`src/rtl/mem_access_unit.sv`:
```
// Memory-stage unit: passes ALU results to writeback or runs a load/store
// over a req/ack data-memory port, stalling upstream while an access is open.
module mem_access_unit #(
    parameter int DATA_W  = 32,
    parameter int ADDR_W  = 32,
    parameter int REG_W   = 5,
    parameter int TIMEOUT = 255
) (
    input  logic              clk,
    input  logic              rst,
    input  logic              m_valid,
    input  logic              m_read,
    input  logic              m_write,
    input  logic [ADDR_W-1:0] m_addr,
    input  logic [DATA_W-1:0] m_val,
    input  logic [REG_W-1:0]  m_dst,
    output logic              stall,
    output logic              dmem_req,
    output logic              dmem_we,
    output logic [ADDR_W-1:0] dmem_addr,
    output logic [DATA_W-1:0] dmem_wdata,
    input  logic              dmem_ack,
    input  logic [DATA_W-1:0] dmem_rdata,
    output logic              w_valid,
    output logic [REG_W-1:0]  w_dst,
    output logic [DATA_W-1:0] w_data,
    output logic              misalign_err,
    output logic              timeout_err
);

    localparam int CNT_W = (TIMEOUT < 2) ? 1 : $clog2(TIMEOUT);
    localparam logic [CNT_W-1:0] CNT_LAST = CNT_W'(TIMEOUT - 1);

    typedef enum logic {
        IDLE,
        BUSY
    } state_t;

    state_t              state_q;
    logic [CNT_W-1:0]    cnt_q;
    logic                load_q;
    logic [REG_W-1:0]    dst_q;
    logic                req_q;
    logic                we_q;
    logic [ADDR_W-1:0]   addr_q;
    logic [DATA_W-1:0]   wdata_q;
    logic                w_valid_q;
    logic [REG_W-1:0]    w_dst_q;
    logic [DATA_W-1:0]   w_data_q;
    logic                mis_q;
    logic                to_q;

    logic                is_mem;
    logic                misaligned;

    assign is_mem     = m_read | m_write;
    assign misaligned = (m_addr[1:0] != 2'b00);

    always_ff @(posedge clk or posedge rst) begin
        if (rst) begin
            state_q   <= IDLE;
            cnt_q     <= '0;
            load_q    <= 1'b0;
            dst_q     <= '0;
            req_q     <= 1'b0;
            we_q      <= 1'b0;
            addr_q    <= '0;
            wdata_q   <= '0;
            w_valid_q <= 1'b0;
            w_dst_q   <= '0;
            w_data_q  <= '0;
            mis_q     <= 1'b0;
            to_q      <= 1'b0;
        end else begin
            w_valid_q <= 1'b0;
            w_dst_q   <= '0;
            w_data_q  <= '0;
            mis_q     <= 1'b0;
            to_q      <= 1'b0;
            unique case (state_q)
                IDLE: begin
                    if (m_valid) begin
                        if (!is_mem) begin
                            w_valid_q <= 1'b1;
                            w_dst_q   <= m_dst;
                            w_data_q  <= DATA_W'(m_addr);
                        end else if (misaligned) begin
                            w_valid_q <= 1'b1;
                            mis_q     <= 1'b1;
                        end else begin
                            // Write wins when both read and write are set.
                            state_q <= BUSY;
                            cnt_q   <= '0;
                            load_q  <= ~m_write;
                            dst_q   <= m_dst;
                            req_q   <= 1'b1;
                            we_q    <= m_write;
                            addr_q  <= m_addr;
                            wdata_q <= m_write ? m_val : '0;
                        end
                    end
                end
                BUSY: begin
                    if (dmem_ack) begin
                        state_q   <= IDLE;
                        req_q     <= 1'b0;
                        we_q      <= 1'b0;
                        addr_q    <= '0;
                        wdata_q   <= '0;
                        w_valid_q <= 1'b1;
                        w_dst_q   <= load_q ? dst_q : '0;
                        w_data_q  <= load_q ? dmem_rdata : '0;
                    end else if (cnt_q == CNT_LAST) begin
                        state_q   <= IDLE;
                        req_q     <= 1'b0;
                        we_q      <= 1'b0;
                        addr_q    <= '0;
                        wdata_q   <= '0;
                        w_valid_q <= 1'b1;
                        to_q      <= 1'b1;
                    end else begin
                        cnt_q <= cnt_q + 1'b1;
                    end
                end
                default: state_q <= IDLE;
            endcase
        end
    end

    assign stall        = (state_q == BUSY);
    assign dmem_req     = req_q;
    assign dmem_we      = we_q;
    assign dmem_addr    = addr_q;
    assign dmem_wdata   = wdata_q;
    assign w_valid      = w_valid_q;
    assign w_dst        = w_dst_q;
    assign w_data       = w_data_q;
    assign misalign_err = mis_q;
    assign timeout_err  = to_q;

endmodule

```
`config.mk`:
```
export PLATFORM = sky130hd
export DESIGN_NAME = mem_access_unit
export DESIGN_NICKNAME = d
export VERILOG_FILES = /design/src/rtl/mem_access_unit.sv
export SDC_FILE = /design/constraint.sdc
export NUM_CORES = 1
export LEC_CHECK = 0
export CAP_MARGIN = 20
export CORE_ASPECT_RATIO = 1.2
export CORE_MARGIN = 2
export CORE_UTILIZATION = 37
export CTS_CLUSTER_SIZE = 30
export DETAILED_ROUTE_END_ITERATION = 8
export PLACE_DENSITY = 0.76
export SLEW_MARGIN = 20
export SYNTH_ARGS = -nofsm -noshare
export SYNTH_HDL_FRONTEND = slang
export SYNTH_SLANG_ARGS = --single-unit
export TNS_END_PERCENT = 100
```
`constraint.sdc`:
```
create_clock -name clk -period 3.55 [get_ports clk]
set_input_delay 0.5325 -clock clk [delete_from_list [all_inputs] [get_ports clk]]
set_output_delay 0.5325 -clock clk [all_outputs]
set_load 0.1 [all_outputs]
```
Yosys cells after proc, flatten, opt, wreduce, memory -nomap -nowiden

Cells that the tools add are included.

Memories kept: 0
Memory bits (writable): 0
Memory bits (read-only): 0
Bits in latches: 0
Bits in registers: 121

Divide/modulo/power cells: 0
Equal/unequal tests: 7
Reductions and logical operators: 4
Bitwise operators: 4
Multiply operators: 0
Multiplexer cells: 54
Shifts and indexed selects: 0
$add $sub $neg: 1
Order comparisons: 0

Operators by type and width:

| kind                                          | number |
|---|---|
| 2-to-1 mux 32 bit                             | 13 |
| one-hot mux 32 bit (2 select lines)           | 3 |
| 2-to-1 mux 8 bit                              | 5 |
| 2-to-1 mux 1 bit                              | 23 |
| 2-to-1 mux 5 bit                              | 4 |
| one-hot mux 8 bit (2 select lines)            | 1 |
| != test 2 bit, second input constant          | 5 |
| one-hot mux 5 bit (2 select lines)            | 1 |
| adder 8 x 1 -> 8 bit, second input constant   | 1 |
| == test 8 bit, second input constant          | 1 |
| one-hot mux 1 bit (2 select lines)            | 4 |
| AND reduction 4 bit                           | 2 |
| AND reduction 5 bit                           | 1 |
| != test 3 x 2 -> 1 bit, second input constant | 1 |
| inverter 1 bit                                | 3 |
| nonzero test 2 bit                            | 1 |
| OR 1 bit                                      | 1 |

Longest topological paths before layout

Gate-level depths: netlist of run 1.

Depth in word-level cells: 5
Depth in mapped cells: 8

Least setup slack after synthesis of run 1

Ideal clock, no wire load.

Path kind: register -> register
From: reg state_q (netlist: stall)
To: reg addr_q[18] (netlist: dmem_addr[18])
Setup slack: 1.311 ns
Stages on the path, launching flop included: 6
Data arrival time: 2.113 ns
Data required time: 3.424 ns
Library setup time: 0.126 ns
Cells stage by stage: dfrtp_1 nand2b_1 o21bai_4 o21ai_2 buf_2 mux2_2

Longest elaborated chain between the ends: 3

Ends and longest elaborated chain:

| what                                 | RTL line | text |
|---|---|---|
| start, declared                      | 39       | `state_t state_q;` |
| start signal, assigned               | 61       | `state_q <= IDLE;` |
| start signal, assigned               | 92       | `state_q <= BUSY;` |
| start signal, assigned               | 105      | `state_q <= IDLE;` |
| inverter 1 bit (no source line)      | -        |  |
| != test 2 bit (no source line)       | -        |  |
| AND reduction 4 bit (no source line) | -        |  |
| end signal, assigned                 | 98       | `addr_q <= m_addr;` |
| end, declared                        | 45       | `logic [ADDR_W-1:0] addr_q;` |

Parallel ways exist; a longest one is shown, timed or not.
A chain may end at the register's enable or synchronous reset.

Final worst setup path of run 1

From: reg wdata_q[22] (netlist: dmem_wdata[22])
To: out dmem_wdata[22]

RTL lines:

| what                   | RTL line | text |
|---|---|---|
| start, declared        | 46       | `logic [DATA_W-1:0] wdata_q;` |
| start signal, assigned | 99       | `wdata_q <= m_write ? m_val : '0;` |
| end, declared          | 21       | `output logic [DATA_W-1:0] dmem_wdata,` |

No word-level cell between the ends.

==> impl_metrics.ini, run 1 <==
[logic_synthesis]
synth_nets = 439
yosys.area.top_type = dfrtp_1
synthAdderAreaFrac_pct = 0.5422
synth.avg_cell_area_um2 = 13.99
synth_common_cells = 121 x dfrtp_1, 86 x a22o_1, 18 x nand2_1
muxShareOfSynthArea_pct = 3.172
yosysWarningCount = 0
synthXorXnorAreaFrac_pct = 0
synth_edf_count = 0
synth-simple-area-share_pct = 7.455
seq_area_frac_synth_pct = 65.60
ys_types = 39
synth_area_mm2 = 0.004616
synthCells = 330
synth_top_family_by_area = compound AO/OA/AOI/OAI gates
netlist.area_leader.share_pct = 65.60
synth_compound_area_share_pct = 19.73
yosysMostFrequentCell = dfrtp_1
ys.flop_type = dfrtp_1
async_reset_ff_share_pct = 100.0
ys_ff_latch = 121
synth_area_leaders = dfrtp_1 66%, a22o_1 16%, mux2_2 2.9%

[sta]
worst_pin_slew_ns = 1.035
rsz0062_at_grt = no
relSlewSlack_pct = 30.78
period_share_pct = 69.14
slew_violations = 0
fin_hold_ws_ns = 0.3851
fin_skew_ns = 0.008405
hold_viol_final = 0
fmax_mhz = 407.4
setup_viol = 0
period_needed_ns = 2.454
tns_ns = 0

[worst_setup_path]
reg2reg_depth = 5
worstPathRequired_ns = 3.02
cp.arrival_ns = 1.92
path_cells = clkdlybuf4s50_1
cp_num_buf_inv = 1
worstPathMaxFanout = 2
crit_family = buffers and inverters
critical_path_depth = 1
crit_slowest_cell = clkdlybuf4s50_1
start_kind = flop
criticalPathCategory = flop to output pin
slowest_delay_ns = 1.14
endpoint_kind = output pin

[placed_design]
port_buffers = 213
dp_hpwl_um = 9392
gp_congestion = 0.8642

[detailed_routing]
drc = 0
vias = 3714
initialDrtViolationCount = 146
dr.pass1.iters = 4
routed_via_density = 5.151
wl_per_cell_um = 18.17
wl_um = 13100
antenna_left = 0

[floorplan]
core_mm2 = 0.01217
io_pins = 214
num_rows = 44
dieArea_mm2 = 0.01339
die_width_um = 106.0
die_y_um = 126.4
start_util_pct = 37.94

[hold_path]
hp-class = input pin to async pin

[clock_network]
cts_buffers = 17
cts_resized = 0
clock_latency_ns = 0.40
cts_root_buffer = clkbuf_16
cts_tree = built
postCtsSetupBuffers = 0
clk_path_buf_depth = 2
hold_buffers = 0
cts-htree-levels = 4
cts.sinks = 121
path_clk_slew_ns = 0.05

[cells_and_area]
nNetsFinal = 657
drive_gt1_share_pct = 10.54
fillers = 984
areaGrowthSynthToFinish_pct = 60.83
n_antenna_cell = 0

[run]
maxCapViolCount = 0

[grt]
antenna_found_initial = 0
grt_remaining_overflow = 0
grt_pass1_wl_um = 20320
grt_max_degree = 58
gr-usage-all-layers_pct = 19.79
grt_pass1_vias = 3874

[power]
combPwrFrac_pct = 34.1
intPower_mw = 2.914
switching_share_pct = 38.72
p_leak_nw = 3.323
pwr-share-seq_pct = 34.4
clockPowerShare_pct = 31.5
p_switching_mw = 1.841
peakVddDrop_mv = 0.3495
p_per_area_mw_per_mm2 = 640.6

[run_status]
status = finished, final reports clean
[area by class of cell]
| class | instances | area [um^2] | area share, % |
|---|---|---|---|
| inverters | 3 | 15.01 | 0.2023 |
| well taps | 161 | 201.4 | 2.714 |
| repair buffers | 223 | 2217 | 29.87 |
| multi-input cells | 182 | 1436 | 19.35 |
| clock buffers | 23 | 478.0 | 6.439 |
| clock inverters | 8 | 47.55 | 0.6405 |
| flip-flops and latches | 121 | 3028 | 40.79 |
[kinds of logic after synthesis]
group,after synthesis
adder cells (fa/ha/maj),2
AND/OR/NAND/NOR,61
buffers and inverters,27
AO/OA/AOI/OAI,106
flip-flops,121
multiplexers,13
[layer usage]
layer | global-route usage, % | share of wire [%] | wire length [um]
met1 | 24.23 | 40 | 5306
met5 | 0 | 0 | 0
met3 | 5.910 | 6.2 | 812
met4 | 9.211 | 3.0 | 396
met2 | 32.26 | 50 | 6587
[metrics by stage]
stage	total power [mW]	cells	area (um^2)	util [%]	worst slack, ns
floorplan	2.807	330	4619	-	1.311
global route	4.927	721	7423	61.01	0.9596
CTS	4.803	721	7423	61.01	1.059
detailed placement	3.283	690	6898	56.69	0.8425
finish	4.755	721	7423	61.01	1.096
global placement	3.260	690	6898	56.69	0.9141
[power groups by stage]
stage	combinational, mW	sequential, mW	clock, mW
after floorplan	0.237	2.57	0
after global placement	1.61	1.65	0
after detailed placement	1.63	1.66	0
after CTS	1.63	1.63	1.54
after global routing	1.67	1.65	1.60
final	1.62	1.64	1.50
[cell usage in the layout (no fill, tap or decap), types with 2 or more instances in the layout]
cell type	instances
inv_1	2
clkdlybuf4s50_1	212
dfrtp_1	121
nand3_1	4
clkbuf_16	17
o21ai_0	3
nand2_1	18
and2_1	3
clkbuf_1	3
clkbuf_8	3
a21oi_1	2
nand2b_1	2
clkinvlp_4	4
a22o_1	86
clkinv_2	5
nor2b_1	14
and3_1	3
ha_1	2
nor2_1	5
mux2_2	12
nor3_1	5
buf_4	10
a21o_1	3
[flip-flops by register name (all words and copies together), names as in the netlist]
register,flops
cnt_q,8
dmem_addr,32
w_data,32
w_valid,1
w_dst,5
misalign_err,1
load_q,1
dmem_wdata,32
dst_q,5
dmem_we,1
stall,1
timeout_err,1
dmem_req,1
[final timing paths]
path	from	end	slack (ns)
min reg2reg	dst_q[4]	dst_q[4]	0.47
max in group asynchronous	rst	timeout_err	2.55
max	dmem_wdata[22]	dmem_wdata[22]	1.10
min in group clk	dst_q[4]	dst_q[4]	0.47
max reg2reg	stall	dmem_wdata[23]	1.15
min	rst	w_data[10]	0.39
No activity file was read; power rests on OpenSTA's default activity.
==> inputs of run 2 (changes only) <==
==> constraint.sdc (replaced) <==
create_clock -name clk -period 2.1 [get_ports clk]
set_input_delay 0.315 -clock clk [delete_from_list [all_inputs] [get_ports clk]]
set_output_delay 0.315 -clock clk [all_outputs]
set_load 0.1 [all_outputs]
==> run 2 against run 1 <==
Sequential power up 68%. Register-to-register slack worse by 1.0 ns. Clock skew up 0.0015 ns. Clock-buffer cell count down 4. Largest cell class unchanged. Core utilization down 0.28 points.
==> impl_metrics.ini, run 2 (synthesis results as in run 1) <==
[floorplan]
num_rows = 44
die_width_um = 106.0
die_y_um = 126.4
io_pins = 214
dieArea_mm2 = 0.01339
start_util_pct = 37.94
core_mm2 = 0.01217

[grt]
met1_usage_pct = 23.38
busiest_layer = met2
grt_max_degree = 63
grt_use_met2_pct = 33.74
gr-usage-all-layers_pct = 19.67
grt_pass1_wl_um = 20140
met3_usage_pct = 6.218
antenna_found_initial = 0
grt_pass1_vias = 3796
grt_remaining_overflow = 0

[detailed_routing]
dr.pass1.iters = 4
wl_um = 12920
initialDrtViolationCount = 186
wl_per_cell_um = 17.74
routed_via_density = 5.124
vias = 3730
antenna_left = 0
drc = 0

[cells_and_area]
finalInstanceArea_mm2 = 0.007390
areaGrowthSynthToFinish_pct = 60.10
n_antenna_cell = 0
nNetsFinal = 664
final_common_cell = dfrtp_1
drive_gt1_share_pct = 30.86
mostFrequentLayoutCells = 120 x dfrtp_1, 118 x buf_4, 106 x clkdlybuf4s50_1, 86 x a22o_1, 18 x nand2_1
stdcell_count = 728
post-route-util_pct = 60.74

[clock_network]
cts_root_buffer = clkbuf_16
cts.sinks = 121
clock_latency_ns = 0.40
clk_path_buf_depth = 2
cts_resized = 0
postCtsSetupBuffers = 0
hold_buffers = 0
cts_tree = built
cts_buffers = 17
path_clk_slew_ns = 0.05
cts-htree-levels = 4

[placed_design]
place_ws_ns = 0.09407
port_buffers = 213
dp_hpwl_um = 9278
place_area_mm2 = 0.006749
dp.cells = 697
gp_congestion = 0.8374

[sta]
setup_slack_ns = 0.1338
setup_viol = 0
hold_viol_final = 0
period_share_pct = 93.63
worst_pin_slew_ns = 0.4494
fmax_mhz = 508.6
slew_violations = 0
period_needed_ns = 1.966
relSlewSlack_pct = 70.04
tns_ns = 0
fin_skew_ns = 0.009954
rsz0062_at_grt = no
fin_hold_ws_ns = 0.3621

[worst_setup_path]
slowest_delay_ns = 0.42
worstPathRequired_ns = 2.38
crit_slowest_cell = dfrtp_1
criticalPathCategory = flop to flop
cp.arrival_ns = 2.25
timing.critical_path.mode_cell = buf_12
worstPathMaxFanout = 25
path_cells = inv_1 -> ha_1 -> nand4_2 -> o21bai_4 -> o21ai_4 -> buf_12 -> buf_12 -> a22o_1
start_kind = flop
endpoint_kind = flop
reg2reg_depth = 8

[power]
p_per_area_mw_per_mm2 = 1163
p_total_mw = 8.597
peakVddDrop_mv = 0.6059
p_leak_nw = 3.618

[run]
maxCapViolCount = 0

[hold_path]
hp-class = input pin to async pin

[run_status]
status = finished, final reports clean
[run 2: changes by cell type in the layout (fill, tap and decap cells not counted), moves of 2 or more]
cell             previous run  this run
clkdlybuf4s50_1           212       106
buf_4                      10       118
clkbuf_8                    3         1
bufinv_16                   0         5
clkinv_2                    5         3
clkbuf_1                    3         1
buf_12                      1         6
[run 2: worst max-delay path, delay by kind of cell (launching register included)]
family | cells | cell delay (ns)
AOI/OAI and AO/OA | 3 | 0.65
adders and majority gates | 1 | 0.17
buffers and inverters | 3 | 0.40
DFF | 1 | 0.42
and+or+nand+nor | 1 | 0.17
[run 2: layout make-up]
cell class              instances  area [um^2]
well taps                     161        201.4
flip-flops and latches        121         3029
clock buffers                  19        442.9
fillers                       976         4777
repair buffers                230         2067
clock inverters                12        197.7
multi-input cells             182         1436
inverters                       3        15.01
[run 2: routing by layer]
metal,wire [um],up-vias,part of all wire [%]
li1,-,1679,-
met1,5088,1866,39
met2,6667,166,52
met3,960,19,7.4
met4,200,0,1.5
met5,0,-,0
[run 2: worst paths after layout]
path,slack (ns),start,to
setup / recovery,0.13,cnt_q[0],dmem_wdata[29]
hold / removal,0.36,rst,dmem_addr[7]
setup reg to reg,0.13,cnt_q[0],dmem_wdata[29]
hold reg to reg,0.48,dst_q[1],dst_q[1]
max in group asynchronous,1.41,rst,stall
min in group clk,0.48,dst_q[1],dst_q[1]
[run 2: power breakdown]
part | switching (mW) | total [mW] | internal [mW]
Combinational | 2.00 | 2.71 | 0.702
Clock | 1.01 | 3.14 | 2.13
Sequential | 0.160 | 2.76 | 2.60
Total | 3.17 | 8.60 | 5.43
==> RTL edit 1 (settings of run 1) <==
`DATA_W`: 32 -> 64.
--- a/src/rtl/mem_access_unit.sv
+++ b/src/rtl/mem_access_unit.sv
@@ -1,7 +1,7 @@
 // Memory-stage unit: passes ALU results to writeback or runs a load/store
 // over a req/ack data-memory port, stalling upstream while an access is open.
 module mem_access_unit #(
-    parameter int DATA_W  = 32,
+    parameter int DATA_W  = 64,
     parameter int ADDR_W  = 32,
     parameter int REG_W   = 5,
     parameter int TIMEOUT = 255
Interface: changed (resized dmem_rdata, dmem_wdata, m_val and w_data); port bits go from 214 to 342. No check against the original RTL was run, so the function may have changed too.
==> RTL edit 1 against run 1 <==
- count of clock-buffer cells in the layout decreased by 4
- critical path depth unchanged
- synthesized area up 51%
- routed wire length is 58% higher
- power rose by 36%
- fmax decreased by 3.0%
- setup slack worse by 0.075 ns
- sequential cell count grew 64
- synthesized cell count increased by 52%
- cell area is 51% higher
- largest cell class unchanged
- largest power group unchanged
- highest routed layer unchanged
==> RTL edit 1: results (changes against run 1) <==
{
  "clock-skew-final": {"value": 0.0113, "unit": "ns", "change": "+0.00285 ns"},
  "grt_first_pass_wirelength": {"value": 31900, "unit": "um", "change": "+57%"},
  "synth.top_cells.by_area": {"value": "sky130_fd_sc_hd__dfrtp_1 (67%), sky130_fd_sc_hd__a32o_1 (9.2%), sky130_fd_sc_hd__a22o_1 (4.7%)"},
  "grt_pass1_vias": {"value": 5791, "change": "+49%"},
  "synthesis.nets": {"value": 673, "change": "+53%"},
  "design.final.nets": {"value": 1000, "change": "+52%"},
  "worstSkewPairLatency": {"value": 0.43, "unit": "ns", "change": "+0.03 ns"},
  "yosysWarningCount": {"value": 0, "change": "unchanged"},
  "place_congestion": {"value": 0.775, "change": "-10%"},
  "grt_start_max_net_pins": {"value": 68, "change": "+17%"},
  "postRouteWirelength": {"value": 20700, "unit": "um", "change": "+58%"},
  "critPathMaxStageDelay": {"value": 1.16, "unit": "ns", "change": "+0.02 ns"},
  "cts_buffers": {"value": 17, "change": "unchanged"},
  "class_of_the_tightest_hold_or_removal_check": {"value": "flop to flop"},
  "worst_slew_pin_slew": {"value": 1.04, "unit": "ns", "change": "+0.00108 ns"},
  "arrival": {"value": 2.00, "unit": "ns", "change": "+0.08 ns"},
  "routed_via_density": {"value": 5.14, "change": "-0.23%"},
  "dp.final_hpwl": {"value": 14900, "unit": "um", "change": "+59%"},
  "clockRootBuffer": {"value": "sky130_fd_sc_hd__clkbuf_16"},
  "grt_usage": {"value": 0.210, "change": "+0.0125"},
  "status": {"value": "finished clean"},
  "yosysSeqAreaShare": {"value": 0.665, "change": "+0.00910"},
  "critPathTopFamily": {"value": "buffers and inverters"},
  "synthTopCellsByCount": {"value": "sky130_fd_sc_hd__dfrtp_1 (185), sky130_fd_sc_hd__a32o_1 (64), sky130_fd_sc_hd__o21ai_0 (42), sky130_fd_sc_hd__a22o_1 (37), sky130_fd_sc_hd__and2_1 (34)"},
  "leakagePower": {"value": 4.81, "unit": "nW", "change": "+45%"},
  "first_iter_violations": {"value": 270, "change": "+85%"},
  "path_clk_slew": {"value": 0.07, "unit": "ns", "change": "+0.02 ns"},
  "worst_ir_drop_vdd": {"value": 0.295, "unit": "mV", "change": "-15%"},
  "port-buffer-count": {"value": 341, "change": "+60%"},
  "final_layout_size_suffix_gt1_frac": {"value": 0.0774, "change": "-0.0280"}
}
## RTL edit 1: cell types whose count changed in the layout (fill, tap and decap cells not counted), sizes merged, moves of 28 or more
cell                  run 1  this run
clkdlybuf4s50           212       339
o2bb2ai                   1        29
a32o                      0        64
o21ai                     5        42
a22o                     86        37
dfrtp                   121       185
and2                      3        34
## RTL edit 1: where the power goes
group | leakage, nW | internal (mW) | switching [mW]
registers | 2.49 | 2.31 | 0.110
clock network | 0.272 | 0.939 | 0.863
logic | 2.05 | 0.604 | 1.62
total | 4.81 | 3.85 | 2.60
## RTL edit 1: area by class of cell
| class | count | area, sq um |
|---|---|---|
| tap | 252 | 315 |
| inverter | 5 | 22.5 |
| clock inverter | 13 | 114 |
| multi-input combinational | 260 | 2080 |
| sequential | 185 | 4630 |
| fill | 1456 | 7100 |
| clock buffer | 19 | 443 |
| timing repair buffer | 358 | 3600 |
## RTL edit 1: kinds of logic (layout without fill, tap and decap cells)
| group | after synthesis | count (layout) | share of synthesized area |
|---|---|---|---|
| multiplexers | 11 | 11 | 0.0173 |
| AO/OA/AOI/OAI | 184 | 184 | 0.218 |
| AND/OR/NAND/NOR | 63 | 63 | 0.0570 |
| adder cells (fa/ha/maj) | 2 | 2 | 0.00359 |
| flip-flops | 185 | 185 | 0.665 |
| buffers and inverters | 55 | 395 | 0.0395 |
## RTL edit 1: path summary, 6_finish.rpt
kind                                             from                          to  slack (ns)  depth (start not counted)
hold / removal                   dmem_req$_DFFE_PP0P_        dmem_req$_DFFE_PP0P_        0.48                          1
max in group asynchronous                         rst        w_data[45]$_DFF_PP0_        2.28                          3
hold reg to reg                  dmem_req$_DFFE_PP0P_        dmem_req$_DFFE_PP0P_        0.48                          1
setup reg to reg                      stall$_DFF_PP0_        dst_q[4]$_DFFE_PP0P_        1.41                          4
setup / recovery           dmem_wdata[12]$_DFFE_PP0P_              dmem_wdata[12]        1.02                          1
min in group asynchronous                         rst  dmem_wdata[12]$_DFFE_PP0P_        0.53                          2
## RTL edit 1: per-stage QoR
stage                     utilization  worst slack (ns)  std cells  hold slack, ns  area (sq um)
after floorplan                     -             0.639        500           0.462          6960
after CTS                       0.612             0.972       1092           0.485         11200
final                           0.612              1.02       1092           0.482         11200
after detailed placement        0.582             0.775       1060           0.469         10700
after global placement          0.582             0.759       1060           0.464         10700
after global routing            0.612             0.952       1092           0.516         11200
## RTL edit 1: routing by layer
metal  routed length [um]  vias to the layer above  global-route usage
li1                     -                     2565                   -
met1                 7670                     2711               0.233
met2                10300                      290               0.358
met3                 2270                       46              0.0813
met4                  540                        0              0.0885
met5                    0                        -                   0
==> RTL edit 2 (config.mk and constraints of run 1) <==
Without the edit above. Make the reset (`rst`) synchronous in one clocked block.
--- a/src/rtl/mem_access_unit.sv
+++ b/src/rtl/mem_access_unit.sv
@@ -56,7 +56,7 @@
     assign is_mem     = m_read | m_write;
     assign misaligned = (m_addr[1:0] != 2'b00);
 
-    always_ff @(posedge clk or posedge rst) begin
+    always_ff @(posedge clk) begin
         if (rst) begin
             state_q   <= IDLE;
             cnt_q     <= '0;
Check against the original RTL: differs if rst is asserted again (counterexample within 4 cycles, from zero or initial values and one cycle with rst high); with rst held inactive, the same outputs for 4 cycles.
==> RTL edit 2 against run 1 <==
- sequential share of layout area shrank 5.8 points
- sequential cell count is the same
- cell count grew 0.69%
- routed wire length shrank 0.89%
- synthesized cell count grew 13%
- critical path depth is the same
- cell area shrank 6.7%
- synthesized area shrank 12%
- setup slack lost 0.20 ns
Power is not compared: it rests on default switching activity, and its combinational part moved more than twofold at a synthesized area within 25%.
==> RTL edit 2: results (changes against run 1) <==
{
  "final_layout_size_suffix_gt1_frac": {"value": 0.0808, "change": "-0.0245"},
  "grt_start_max_net_pins": {"value": 44, "change": "-24%"},
  "grt_use_met1": {"value": 0.251, "change": "+0.00840"},
  "reg2reg_to": {"value": "cnt_q[5]$_SDFFE_PP0P_"},
  "worst-r2r-setup-slack": {"value": 1.61, "unit": "ns", "change": "+0.46 ns"},
  "synthTopCellsByCount": {"value": "sky130_fd_sc_hd__dfxtp_1 (121), sky130_fd_sc_hd__a22o_1 (62), sky130_fd_sc_hd__nor2_1 (43), sky130_fd_sc_hd__a22oi_1 (37), sky130_fd_sc_hd__nand2_1 (15)"},
  "critPathCapture": {"value": "stall"},
  "synthesis.nets": {"value": 483, "change": "+10%"},
  "critPathMaxStageDelay": {"value": 1.20, "unit": "ns", "change": "+0.06 ns"},
  "wl_met3": {"value": 988, "unit": "um", "change": "+22%"},
  "dp.final_hpwl": {"value": 9090, "unit": "um", "change": "-3.3%"},
  "grt_usage": {"value": 0.220, "change": "+0.0221"},
  "grt_pass1_vias": {"value": 3891, "change": "+0.44%"},
  "worst_slew_pin_slew": {"value": 1.05, "unit": "ns", "change": "+0.0130 ns"},
  "class_of_the_tightest_hold_or_removal_check": {"value": "flop to flop"},
  "grtUsageMet3": {"value": 0.0763, "change": "+0.0172"},
  "status": {"value": "finished clean"},
  "place_congestion": {"value": 0.802, "change": "-7.2%"},
  "synth.top_cells.by_area": {"value": "sky130_fd_sc_hd__dfxtp_1 (59%), sky130_fd_sc_hd__a22o_1 (13%), sky130_fd_sc_hd__a22oi_1 (6.8%)"},
  "groute.layer.met2.usage": {"value": 0.372, "change": "+0.0495"},
  "first_iter_violations": {"value": 152, "change": "+4.1%"},
  "worstSetupStartpoint": {"value": "stall$_SDFF_PP0_"},
  "design.final.nets": {"value": 690, "change": "+5.0%"},
  "met1Wirelength": {"value": 5010, "unit": "um", "change": "-5.7%"},
  "cp_max_fo": {"value": 8, "change": "+6"},
  "arrival": {"value": 2.12, "unit": "ns", "change": "+0.20 ns"},
  "dr_wl_met2": {"value": 6700, "unit": "um", "change": "+1.7%"},
  "postRouteWirelength": {"value": 13000, "unit": "um", "change": "-0.89%"}
}
## RTL edit 2: changes by cell type in the layout (fill, tap and decap cells not counted), moves of 4 or more
| cell | run 1 | this run |
|---|---|---|
| sky130_fd_sc_hd__a21oi_1 | 2 | 12 |
| sky130_fd_sc_hd__a22o_1 | 86 | 62 |
| sky130_fd_sc_hd__a22oi_1 | 0 | 37 |
| sky130_fd_sc_hd__buf_4 | 10 | 5 |
| sky130_fd_sc_hd__dfrtp_1 | 121 | 0 |
| sky130_fd_sc_hd__dfxtp_1 | 0 | 121 |
| sky130_fd_sc_hd__mux2_2 | 12 | 0 |
| sky130_fd_sc_hd__nand3_1 | 4 | 8 |
| sky130_fd_sc_hd__nor2_1 | 5 | 42 |
| sky130_fd_sc_hd__nor2b_1 | 14 | 1 |
| sky130_fd_sc_hd__nor3_1 | 5 | 1 |
## RTL edit 2: worst min-delay path by stage
stage / from / cells past startpoint / endpoint
after detailed placement: dmem_req$_SDFFE_PP0P_ / 1 / dmem_req$_SDFFE_PP0P_
after CTS: dmem_we$_SDFFE_PP0P_ / 1 / dmem_we$_SDFFE_PP0P_
after floorplan: dst_q[0]$_SDFFE_PP0P_ / 2 / dst_q[0]$_SDFFE_PP0P_
after global placement: dmem_req$_SDFFE_PP0P_ / 1 / dmem_req$_SDFFE_PP0P_
after global routing: dmem_req$_SDFFE_PP0P_ / 1 / dmem_req$_SDFFE_PP0P_
final: dmem_req$_SDFFE_PP0P_ / 1 / dmem_req$_SDFFE_PP0P_
## RTL edit 2: through the flow
stage               hold WS, ns  power (mW)  cell area (sq um)  std cells  setup slack (ns)
floorplan                 0.437        1.69               4080        374              1.26
global placement          0.437        1.89               6290        694             0.753
detailed placement        0.438        1.89               6290        694             0.949
CTS                       0.454        3.68               6920        726             0.873
global route              0.473        3.77               6920        726             0.853
finish                    0.451        3.66               6920        726             0.899
## RTL edit 2: cell families (layout without fill, tap and decap cells)
family                   count (synthesis)  count (layout)  synth area share
AO/OA/AOI/OAI                          128             128             0.254
adder cells (fa/ha/maj)                  2               2           0.00613
buffers and inverters                   34             254            0.0405
flip-flops                             121             121             0.593
multiplexers                             2               2           0.00490
AND/OR/NAND/NOR                         87              87             0.101
## RTL edit 2: final cells by class
class | count | area (sq um)
well taps | 132 | 165
clock buffers | 22 | 494
fillers | 879 | 3950
inverters | 3 | 11.3
multi-input cells | 219 | 1510
repair buffers | 219 | 2180
flip-flops and latches | 121 | 2420
clock inverters | 10 | 140
## RTL edit 2: where the power goes
group	switching [mW]	internal [mW]	leakage, nW
clock	0.595	1.20	0.304
combinational	0.289	0.175	1.29
sequential	0.0144	1.39	0.979
total	0.898	2.76	2.58
